## src/rtl/crc_codec_engine.sv

```systemverilog
// Configurable CRC generator/checker: folds STEP message bits per clock using one of two
// polynomials, then emits a single-cycle registered result (codeword or check verdict).
module crc_codec_engine #(
  parameter int unsigned           MSG_W      = 60,
  parameter int unsigned           CRC_A_W    = 8,
  parameter logic [CRC_A_W-1:0]    CRC_A_POLY = 8'h31,
  parameter int unsigned           CRC_B_W    = 5,
  parameter logic [CRC_B_W-1:0]    CRC_B_POLY = 5'h0B,
  parameter int unsigned           STEP       = 4
) (
  input  logic             clk,
  input  logic             rst_n,
  input  logic             in_valid,
  output logic             in_ready,
  input  logic             mode,
  input  logic             crc_sel,
  input  logic [MSG_W-1:0] message,
  output logic             out_valid,
  output logic [MSG_W-1:0] out,
  output logic             err
);

  localparam int unsigned R_W   = (CRC_A_W > CRC_B_W) ? CRC_A_W : CRC_B_W;
  localparam int unsigned CNT_W = $clog2(MSG_W + 1);
  localparam int unsigned N_A   = MSG_W - CRC_A_W;
  localparam int unsigned N_B   = MSG_W - CRC_B_W;

  localparam logic [R_W-1:0] POLY_A = R_W'(CRC_A_POLY);
  localparam logic [R_W-1:0] POLY_B = R_W'(CRC_B_POLY);
  localparam logic [R_W-1:0] MASK_A = R_W'((64'd1 << CRC_A_W) - 64'd1);
  localparam logic [R_W-1:0] MASK_B = R_W'((64'd1 << CRC_B_W) - 64'd1);

  typedef enum logic [1:0] {
    IDLE = 2'd0,
    CALC = 2'd1,
    DONE = 2'd2
  } state_e;

  state_e             state_q, state_d;
  logic [MSG_W-1:0]   msg_q, msg_d;
  logic [MSG_W-1:0]   sh_q, sh_d;
  logic [R_W-1:0]     r_q, r_d;
  logic [CNT_W-1:0]   cnt_q, cnt_d;
  logic               mode_q, mode_d;
  logic               sel_q, sel_d;
  logic               out_valid_q, out_valid_d;
  logic [MSG_W-1:0]   out_q, out_d;
  logic               err_q, err_d;

  logic [R_W-1:0]     r_fold;
  logic [MSG_W-1:0]   sh_fold;
  logic [R_W-1:0]     poly;
  logic [R_W-1:0]     mask;
  logic [R_W-1:0]     rx_crc;
  logic               fb;

  // State and datapath registers
  always_ff @(posedge clk or negedge rst_n) begin
    if (!rst_n) begin
      state_q     <= IDLE;
      msg_q       <= '0;
      sh_q        <= '0;
      r_q         <= '0;
      cnt_q       <= '0;
      mode_q      <= 1'b0;
      sel_q       <= 1'b0;
      out_valid_q <= 1'b0;
      out_q       <= '0;
      err_q       <= 1'b0;
    end else begin
      state_q     <= state_d;
      msg_q       <= msg_d;
      sh_q        <= sh_d;
      r_q         <= r_d;
      cnt_q       <= cnt_d;
      mode_q      <= mode_d;
      sel_q       <= sel_d;
      out_valid_q <= out_valid_d;
      out_q       <= out_d;
      err_q       <= err_d;
    end
  end

  // Next-state, CRC fold and result formation
  always_comb begin
    state_d     = state_q;
    msg_d       = msg_q;
    sh_d        = sh_q;
    r_d         = r_q;
    cnt_d       = cnt_q;
    mode_d      = mode_q;
    sel_d       = sel_q;
    out_valid_d = 1'b0;
    out_d       = '0;
    err_d       = 1'b0;
    fb          = 1'b0;

    poly    = sel_q ? POLY_B : POLY_A;
    mask    = sel_q ? MASK_B : MASK_A;
    rx_crc  = R_W'(msg_q) & mask;
    r_fold  = r_q;
    sh_fold = sh_q;

    // Data bits are kept left-justified in sh so the next bit is always the MSB
    for (int unsigned k = 0; k < STEP; k++) begin
      if (CNT_W'(k) < cnt_q) begin
        fb      = sh_fold[MSG_W-1] ^ (sel_q ? r_fold[CRC_B_W-1] : r_fold[CRC_A_W-1]);
        r_fold  = ((r_fold << 1) ^ (fb ? poly : '0)) & mask;
        sh_fold = sh_fold << 1;
      end
    end

    case (state_q)
      IDLE: begin
        if (in_valid) begin
          state_d = CALC;
          msg_d   = message;
          mode_d  = mode;
          sel_d   = crc_sel;
          r_d     = '0;
          cnt_d   = crc_sel ? CNT_W'(N_B) : CNT_W'(N_A);
          if (mode) begin
            sh_d = message;
          end else if (crc_sel) begin
            sh_d = message << CRC_B_W;
          end else begin
            sh_d = message << CRC_A_W;
          end
        end
      end
      CALC: begin
        r_d  = r_fold;
        sh_d = sh_fold;
        if (cnt_q <= CNT_W'(STEP)) begin
          cnt_d       = '0;
          state_d     = DONE;
          out_valid_d = 1'b1;
          if (!mode_q) begin
            out_d = (sel_q ? (msg_q << CRC_B_W) : (msg_q << CRC_A_W)) | MSG_W'(r_fold);
          end else if (r_fold != rx_crc) begin
            out_d = '1;
            err_d = 1'b1;
          end
        end else begin
          cnt_d = cnt_q - CNT_W'(STEP);
        end
      end
      DONE: begin
        state_d = IDLE;
      end
      default: begin
        state_d = IDLE;
      end
    endcase
  end

  assign in_ready  = (state_q == IDLE);
  assign out_valid = out_valid_q;
  assign out       = out_q;
  assign err       = err_q;

endmodule

```

## config.mk

```make
export PLATFORM = sky130hd
export DESIGN_NAME = crc_codec_engine
export DESIGN_NICKNAME = d
export VERILOG_FILES = /design/src/rtl/crc_codec_engine.sv
export SDC_FILE = /design/constraint.sdc
export NUM_CORES = 1
export LEC_CHECK = 0
export CORE_MARGIN = 4
export CORE_UTILIZATION = 55
export DETAILED_ROUTE_END_ITERATION = 16
export HOLD_SLACK_MARGIN = 0.03
export PLACE_DENSITY_LB_ADDON = 0.3
export SLEW_MARGIN = 20
export SYNTH_ARGS = -nofsm -noshare
export SYNTH_HDL_FRONTEND = slang
export SYNTH_SLANG_ARGS = --single-unit
```

## constraint.sdc

```tcl
create_clock -name clk -period 7.5 [get_ports clk]
set_input_delay 1.5 -clock clk [delete_from_list [all_inputs] [get_ports clk]]
set_output_delay 1.5 -clock clk [all_outputs]
set_load 0.02 [all_outputs]
```

; ---- After elaboration in Yosys (flattened, before gate mapping)
; Cells that the tools add are included.
[word_totals]
regBits = 195
latchBits = 0
ram_bits = 0
mem_bits_ro = 0
input_bits = 65
out_inout_bits = 63
word_cells = 81
memories = 0
[op_classes]
addsub = 1
n_mul = 0
div_mod_pow = 0
magnitude_cmp = 5
n_eq_ne = 4
n_shift = 0
mux = 42
n_bitwise = 14
n_reduce_logical = 5
[ops]
columns = op, count
row1 = 2-to-1 mux 60 bit, 12
row2 = one-hot mux 60 bit (2 select lines), 1
row3 = OR 60 x 8 -> 60 bit, 1
row4 = 2-to-1 mux 8 bit, 6
row5 = 2-to-1 mux 6 bit, 7
row6 = AND 8 bit, 5
row7 = bitwise XOR 8 x 6 -> 8 bit, 4
row8 = one-hot mux 8 bit (2 select lines), 1
row9 = < comparator 1 x 6 -> 1 bit (first input constant), 2
row10 = < comparator 2 x 6 -> 1 bit (first input constant), 2
row11 = one-hot mux 6 bit (2 select lines), 1
row12 = 2-to-1 mux 1 bit, 10
row13 = != test 8 bit, 1
row14 = <= comparator 6 x 3 -> 1 bit (second input constant), 1
row15 = 2-to-1 mux 2 bit, 3
row16 = AND reduction 2 bit, 3
row17 = subtractor 6 x 3 -> 6 bit (second input constant), 1
row18 = != test 2 bit (second input constant), 2
row19 = one-hot mux 2 bit (2 select lines), 1
row20 = bitwise XOR 1 bit, 4
row21 = equality test 2 x 1 -> 1 bit (second input constant), 1
row22 = zero test 2 bit, 1
row23 = nonzero test 2 bit, 1

; ---- Logic depth before layout (Yosys ltp)
; Gate-level depths: netlist of the first run.
[depth]
ltp_word = 29
ltp_mapped = 14
mapped_depth_nobuf = 11

; ---- Least setup slack after synthesis of the first run
; OpenSTA, ideal clock, no wires.
[synth_timing]
path_type = input to register
start = in crc_sel
end = reg sh_q[43]
t_arrival_ns = 3.169
required_time_ns = 7.365
path_slack_ns = 4.196
path_stages = 7
path_buffers = 3
path_cell_list = clkbuf_1 > clkbuf_1 > buf_1 > mux2i_1 > o21ai_0 > a22oi_1 > o21ai_0
[synth_between]
elab_chain_len = 4
[synth_lines]
columns = element, line
row1 = start: declaration, 16  ; input logic crc_sel,
row2 = 2-to-1 mux 60 bit, 124  ; end else if (crc_sel) begin
row3 = 2-to-1 mux 60 bit, 122  ; if (mode) begin
row4 = 2-to-1 mux 60 bit, 115  ; if (in_valid) begin
row5 = one-hot mux 60 bit (2 select lines), 113  ; case (state_q)
row6 = end signal: assignment, 62  ; sh_q <= '0;
row7 = end signal: assignment, 73  ; sh_q <= sh_d;
row8 = end: declaration, 41  ; logic [MSG_W-1:0] sh_q, sh_d;
; No other way between the ends. The select of a mux whose other input is x is not followed.
; A chain may end at the register's enable or synchronous reset.

; ---- Worst setup path in the final report of the first run
[layout_timing]
start = reg cnt_q[2]
end = reg out_q[56], in the netlist out[56]
[layout_between]
elab_chain_len = 25
word_cells_on_any_way = 32
classes_between = order compare (5) / eq/ne (1) / mux (17) / bitwise (9)
[layout_lines]
columns = element, line
row1 = start: declaration, 43  ; logic [CNT_W-1:0] cnt_q, cnt_d;
row2 = start signal: assignment, 75  ; cnt_q <= cnt_d;
row3 = < comparator 1 x 6 -> 1 bit, 106  ; if (CNT_W'(k) < cnt_q) begin
row4 = 2-to-1 mux 8 bit, 106
row5 = 2-to-1 mux 1 bit, 107  ; fb = sh_fold[MSG_W-1] ^ (sel_q ? r_fold[CRC_B_W-1] : r_fold[CRC_A_W-1]);
row6 = bitwise XOR 1 bit, 107
row7 = 2-to-1 mux 6 bit, 108  ; r_fold = ((r_fold << 1) ^ (fb ? poly : '0)) & mask;
row8 = bitwise XOR 8 x 6 -> 8 bit, 108
row9 = AND 8 bit, 108
row10 = 2-to-1 mux 8 bit, 106
row11 = [... 10 more ...], -
row12 = AND 8 bit, 108
row13 = 2-to-1 mux 8 bit, 106
row14 = != test 8 bit, 140  ; end else if (r_fold != rx_crc) begin
row15 = 2-to-1 mux 60 bit, 140
row16 = 2-to-1 mux 60 bit, 138  ; if (!mode_q) begin
row17 = 2-to-1 mux 60 bit *, 134  ; if (cnt_q <= CNT_W'(STEP)) begin
row18 = 2-to-1 mux 60 bit *, 113
row19 = net out_d[56], 47  ; logic [MSG_W-1:0] out_q, out_d;
row20 = end signal: assignment, 79  ; out_q <= out_d;
row21 = end: declaration, 47
; Mark *: on every way through the listed nets, which the timed path passes. The rest lies on a longest branch.

==> flow_metrics.tcl, run 1 <==
set metrics [dict create \
    finalMaxSlewViolations 0 \
    via_per_inst 6.35 \
    status "complete, no violations" \
    ant_nets 0 \
    gp_congestion 1.00 \
    yosys.cell_types.count 81 \
    multiInputGateArea_mm2 0.00594 \
    nFillCells 1658 \
    rsz0062_at_grt "false" \
    cts-resized-gates 0 \
    finalCriticalPeriod_ns 4.38 \
    fin_crit_sh_pct 58.3 \
    io_pins 128 \
    setup_viol 0 \
    r2r_slack_ns 3.12 \
    drcViolationCount 0 \
    cp_data_arrival_time_ns 4.65 \
    antenna_found_initial 0 \
    fin_setup_tns_ns 0 \
    placed_area_mm2 0.0126 \
    hpwlAfterDp_mm 23.1 \
    crit_fanout 57 \
    area_growth_pct 17.2 \
    grt_pass1_wl_mm 53.1 \
    min_path_type "reg2reg" \
    maxCapViolCount 0 \
    skew_ns 0.0145 \
    swShare_pct 47.7 \
    ctsLongestPathBuffers 2 \
    initial_core_util_pct 55.9 \
    worstSetupEndpointType "flip-flop" \
    combPwrFrac_pct 54.1 \
    cts_hold_buf 0 \
    core_mm2 0.0202 \
    die_x_um 151 \
    finalCoreUtilization_pct 65.5 \
    gr-usage-all-layers_pct 29.9 \
    worstMarginPinSlew_ns 0.913 \
    nets 1345 \
    yosys_warnings 0 \
    syn_area_per_cell_um2 9.26 \
    seq_area_mm2 0.00486 \
    fin_area_mm2 0.0133 \
    num_rows 52 \
    reg2reg_depth 13 \
    async_flop_share_pct 100 \
    final-hold-violation-count 0 \
    syn_nets 1290 \
    die_area_mm2 0.0229 \
    startpoint_type "flip-flop" \
    crit_start "cnt_q[2]$_DFFE_PN0P_" \
    post_cts_buffers 0 \
    drtIter0Drc 1249 \
    drtPass1Iterations 5 \
    synth_top_cell_area_share_pct 42.9 \
    synthCells 1222 \
    worstHoldStart "msg_q[53]$_DFFE_PN0P_" \
    p_int_mw 3.41 \
    numCtsBuffers 17 \
    drive_above_1_share_pct 11.8 \
    clock_power_share_pct 15.1 \
    grt_start_max_net_pins 82 \
    r2r-start "cnt_q[2]$_DFFE_PN0P_" \
    synth_seq_cells 194 \
    cp.required_ns 7.78 \
    synth_area_leaders "dfrtp_1, mux2i_1, nand2_1" \
    io_buffers 127 \
    timing_worst_setup_path_type "reg2reg" \
    seqPwrFrac_pct 30.8 \
    slew-limit-headroom_pct 39.1 \
    clock_sinks 194 \
    yosysTopAreaCell "dfrtp_1" \
    leakage_nw 5.73 \
    cts_tree "yes" \
    antennaDiodeCount 0 \
    crit_path_end "out[56]$_DFF_PN0_" \
    cts-root-buf "clkbuf_16" \
    die-height_um 151 \
    overflow 0 \
    htreeDepth 4 \
    yosysSeqAreaShare_pct 42.9 \
    p_sw_mw 3.11 \
    yosysMostFrequentCell "nand2_1" \
    clkTransAtPathRegs_ns 0.08 \
    r2r-end "out[56]$_DFF_PN0_" \
    post_drt_wl_per_cell_um 22.1 \
    vias 9912 \
    powerDensity_mw_per_mm2 492 \
    routed_wl_mm 34.5 \
    max_freq_ghz 0.229 \
    synth_edf_count 0 \
    ir_drop_v 0.000397 \
    synth_ff_type "dfrtp_1" \
    synth_top_cells_by_count "nand2_1, dfrtp_1, mux2i_1, o21ai_0, clkbuf_1" \
    grt_pass1_vias 9281 \
    holdWs_ns 0.492 \
    clk_latency_ns 0.45 \
    syn-cell-area_mm2 0.0113 \
]
[layout by cell type, fill, tap and decap left out, types with 9 or more instances in the layout]
| cell type | instances |
|---|---|
| a31oi_1 | 9 |
| o21ai_0 | 82 |
| xor2_1 | 10 |
| dfrtp_1 | 193 |
| a32o_1 | 17 |
| xnor2_1 | 11 |
| a22oi_1 | 64 |
| nand2_1 | 258 |
| a21oi_1 | 33 |
| clkdlybuf4s50_1 | 124 |
| a21oi_2 | 47 |
| o211ai_1 | 17 |
| nor2b_1 | 9 |
| nor2_1 | 32 |
| mux2i_1 | 106 |
| nand3_1 | 48 |
| mux2_2 | 17 |
| o22ai_1 | 18 |
| clkbuf_16 | 17 |
| buf_4 | 19 |
| inv_1 | 11 |
[cell families (layout without fill, tap and decap cells)]
logic type / after synthesis / after routing / synth area share (%)
AND/OR/NAND/NOR: 406 / 406 / 16.0
AO/OA/AOI/OAI: 342 / 342 / 21.6
flip-flops: 194 / 194 / 42.9
multiplexers: 125 / 125 / 11.3
buffers and inverters: 124 / 192 / 4.99
XOR/XNOR: 28 / 28 / 2.91
adder cells (fa/ha/maj): 3 / 3 / 0.332
[power by group through the flow]
stage | sequential [mW] | combinational [mW] | clock [mW]
after global placement | 2.00 | 3.41 | 0
final | 2.01 | 3.53 | 0.982
after global routing | 2.06 | 3.82 | 1.03
after detailed placement | 2.01 | 3.45 | 0
after floorplan | 1.86 | 2.62 | 0
after CTS | 1.99 | 3.49 | 0.986
[worst min path at each step]
stage | to | depth (start not counted)
2_1_floorplan | msg_q[52]$_DFFE_PN0P_ | 2
3_3_place_gp | msg_q[53]$_DFFE_PN0P_ | 2
3_5_place_dp | msg_q[54]$_DFFE_PN0P_ | 2
4_1_cts | msg_q[53]$_DFFE_PN0P_ | 2
5_1_grt | msg_q[28]$_DFFE_PN0P_ | 2
6_report | msg_q[53]$_DFFE_PN0P_ | 2
[worst max-delay path, cell delays in order, from the launching register on]
cell	delay [ns]
dfrtp_1	0.44
inv_1	0.10
ha_1	0.21
nor3b_4	0.65
buf_4	0.44
and2_1	0.28
nand4_1	0.11
o211ai_1	0.23
nor4_2	0.10
a21boi_0	0.22
o2111ai_2	0.21
o31ai_4	0.33
buf_4	0.73
a21oi_1	0.11
[sequential cells by signal, summed over array words and instances (netlist names)]
signal / cells
err: 1
msg_q: 55
mode_q: 1
sel_q: 1
out: 60
cnt_q: 5
state_q: 2
r_q: 8
out_valid: 1
sh_q: 60
[final cells by class]
type | instances | share of cell area (%)
inverter | 13 | 0.368
multi-input combinational | 904 | 44.8
clock inverter | 15 | 1.70
timing repair buffer | 147 | 10.7
tap | 270 | 2.55
sequential | 194 | 36.6
clock buffer | 17 | 3.21
[through the flow]
stage                     worst slack (ns)  power, mW  std cells
after floorplan                       4.20       4.48       1222
after global placement                3.35       5.41       1528
after detailed placement              3.17       5.46       1528
after CTS                             3.15       6.46       1560
after global routing                  2.78       6.91       1560
final                                 3.12       6.53       1560
[metal layers]
metal / share of wire, % / global-route usage (%)
met5: 0 / 0
met4: 2.9 / 9.47
met3: 9.2 / 6.55
met2: 46 / 44.8
met1: 42 / 43.4
Power figures use the tool's default switching activity.
==> inputs of run 2 (changes only) <==
==> constraint.sdc (replaced) <==
create_clock -name clk -period 4.1 [get_ports clk]
set_input_delay 0.82 -clock clk [delete_from_list [all_inputs] [get_ports clk]]
set_output_delay 0.82 -clock clk [all_outputs]
set_load 0.02 [all_outputs]
==> run 2 against run 1 <==
Net effect:
- die area is the same
- clock skew rose by 0.0022 ns
- worst hold slack got worse by 0.049 ns
- via count is 0.22% higher
- register-to-register slack got worse by 2.8 ns
- flip-flop and latch count unchanged
- global-route usage grew 0.82 points
- routed wire length grew 1.2%
==> flow_metrics.tcl, run 2 (synthesized netlist as in run 1, its figures left out) <==
set metrics [dict create \
    routed_wl_mm 34.9 \
    antenna_found_initial 0 \
    worstMarginPinSlew_ns 1.12 \
    cts-root-buf "clkbuf_16" \
    clock_sinks 194 \
    skew_ns 0.0168 \
    num_rows 52 \
    io_buffers 127 \
    via_per_inst 6.34 \
    rsz0062_at_grt "false" \
    grt_pass1_wl_mm 53.9 \
    max_freq_ghz 0.266 \
    slew-limit-headroom_pct 25.3 \
    layout.cells.most_common "nand2_1" \
    leakage_nw 5.77 \
    final-hold-violation-count 0 \
    finalMaxSlewViolations 0 \
    ctsLongestPathBuffers 2 \
    clkTransAtPathRegs_ns 0.08 \
    timing_worst_setup_path_type "reg2reg" \
    gp_congestion 0.991 \
    maxCapViolCount 0 \
    post_cts_buffers 0 \
    post_drt_wl_per_cell_um 22.3 \
    setup_viol 0 \
    htreeDepth 4 \
    die_x_um 151 \
    overflow 0 \
    combPwrFrac_pct 55.3 \
    status "complete, no violations" \
    holdWs_ns 0.444 \
    grt_pass1_vias 9357 \
    cp_data_arrival_time_ns 4.05 \
    grt_start_max_net_pins 105 \
    drive_above_1_share_pct 12.2 \
    fin_setup_tns_ns 0 \
    initial_core_util_pct 55.9 \
    ant_nets 0 \
    cp.required_ns 4.40 \
    startpoint_type "flip-flop" \
    hpwlAfterDp_mm 24.2 \
    swShare_pct 47.7 \
    p_int_mw 6.28 \
    core_mm2 0.0202 \
    powerDensity_mw_per_mm2 900 \
    p_sw_mw 5.73 \
    io_pins 128 \
    vias 9934 \
    finalCriticalPeriod_ns 3.75 \
    worstSetupEndpointType "flip-flop" \
    die_area_mm2 0.0229 \
    ir_drop_v 0.000634 \
    drtIter0Drc 1272 \
    cts-resized-gates 0 \
    fin_crit_sh_pct 91.6 \
    clk_latency_ns 0.45 \
    nets 1351 \
    numCtsBuffers 17 \
    gr-usage-all-layers_pct 30.7 \
    seqPwrFrac_pct 30.0 \
    clock_power_share_pct 14.7 \
    crit_fanout 44 \
    cts_hold_buf 0 \
    layout_common_cells "nand2_1, dfrtp_1, clkdlybuf4s50_1, mux2i_1, o21ai_0" \
    cts_tree "yes" \
    die-height_um 151 \
    drcViolationCount 0 \
    area_growth_pct 17.9 \
    nFillCells 1612 \
    drtPass1Iterations 6 \
    min_path_type "in2async" \
]
[run 2: cell count changes in the layout (fill, tap and decap cells not counted), moves of 2 or more]
| cell | delta |
|---|---|
| clkinv_8 | -2 |
| buf_4 | +2 |
| buf_12 | +5 |
| inv_8 | +3 |
[run 2: critical path, stage by stage (launching register included)]
cell       delay, ns
dfrtp_1         0.44
inv_1           0.11
ha_1            0.21
nor3b_4         0.68
buf_4           0.29
nor2_1          0.09
a221oi_4        0.43
mux2i_1         0.25
a32o_2          0.20
o2111ai_2       0.16
o31ai_4         0.31
buf_12          0.30
a21oi_1         0.08
[run 2: stage by stage]
stage	power, mW	util [%]	instances	setup slack, ns	instance area (um^2)
global placement	10.0	62.8	1534	0.551	12700
global route	12.8	65.9	1566	0.134	13300
floorplan	8.19	-	1222	0.955	11300
finish	12.0	65.9	1567	0.345	13300
CTS	11.9	65.9	1566	0.387	13300
detailed placement	10.1	62.8	1534	0.427	12700
[run 2: area by class of cell]
type / count / area [um^2] / area share [%]
Sequential cell: 194 / 4860 / 36.4
Clock buffer: 17 / 425 / 3.19
Multi-Input combinational cell: 904 / 5930 / 44.5
Inverter: 13 / 48.8 / 0.366
Tap cell: 270 / 338 / 2.53
Timing Repair Buffer: 153 / 1520 / 11.4
Clock inverter: 15 / 210 / 1.58
Antenna cell: 1 / 2.50 / 0.0188
[run 2: power by group through the flow]
stage	sequential [mW]	combinational (mW)	clock, mW
after floorplan	3.40	4.79	0
after global placement	3.59	6.42	0
after detailed placement	3.60	6.50	0
after CTS	3.57	6.55	1.78
after global routing	3.68	7.22	1.87
final	3.60	6.64	1.77
[run 2: path summary, 6_finish.rpt]
path                                               to                  start  cells past startpoint  slack, ns
worst max-delay path                out[46]$_DFF_PN0_   cnt_q[2]$_DFFE_PN0P_                     12       0.35
worst min-delay path                out[58]$_DFF_PN0_                  rst_n                      1       0.44
worst max register to register      out[46]$_DFF_PN0_   cnt_q[2]$_DFFE_PN0P_                     12       0.35
worst min register to register  msg_q[53]$_DFFE_PN0P_  msg_q[53]$_DFFE_PN0P_                      2       0.50
max in group asynchronous           sel_q$_DFFE_PN0P_                  rst_n                      2       2.73
min in group clk                msg_q[53]$_DFFE_PN0P_  msg_q[53]$_DFFE_PN0P_                      2       0.50
[run 2: layer usage]
layer | wire (um) | vias to the layer above | global-route usage [%]
li1 | - | 4508 | -
met1 | 15200 | 4856 | 45.0
met2 | 15600 | 491 | 45.1
met3 | 2890 | 77 | 5.30
met4 | 1200 | 2 | 12.2
met5 | 56 | - | 2.05
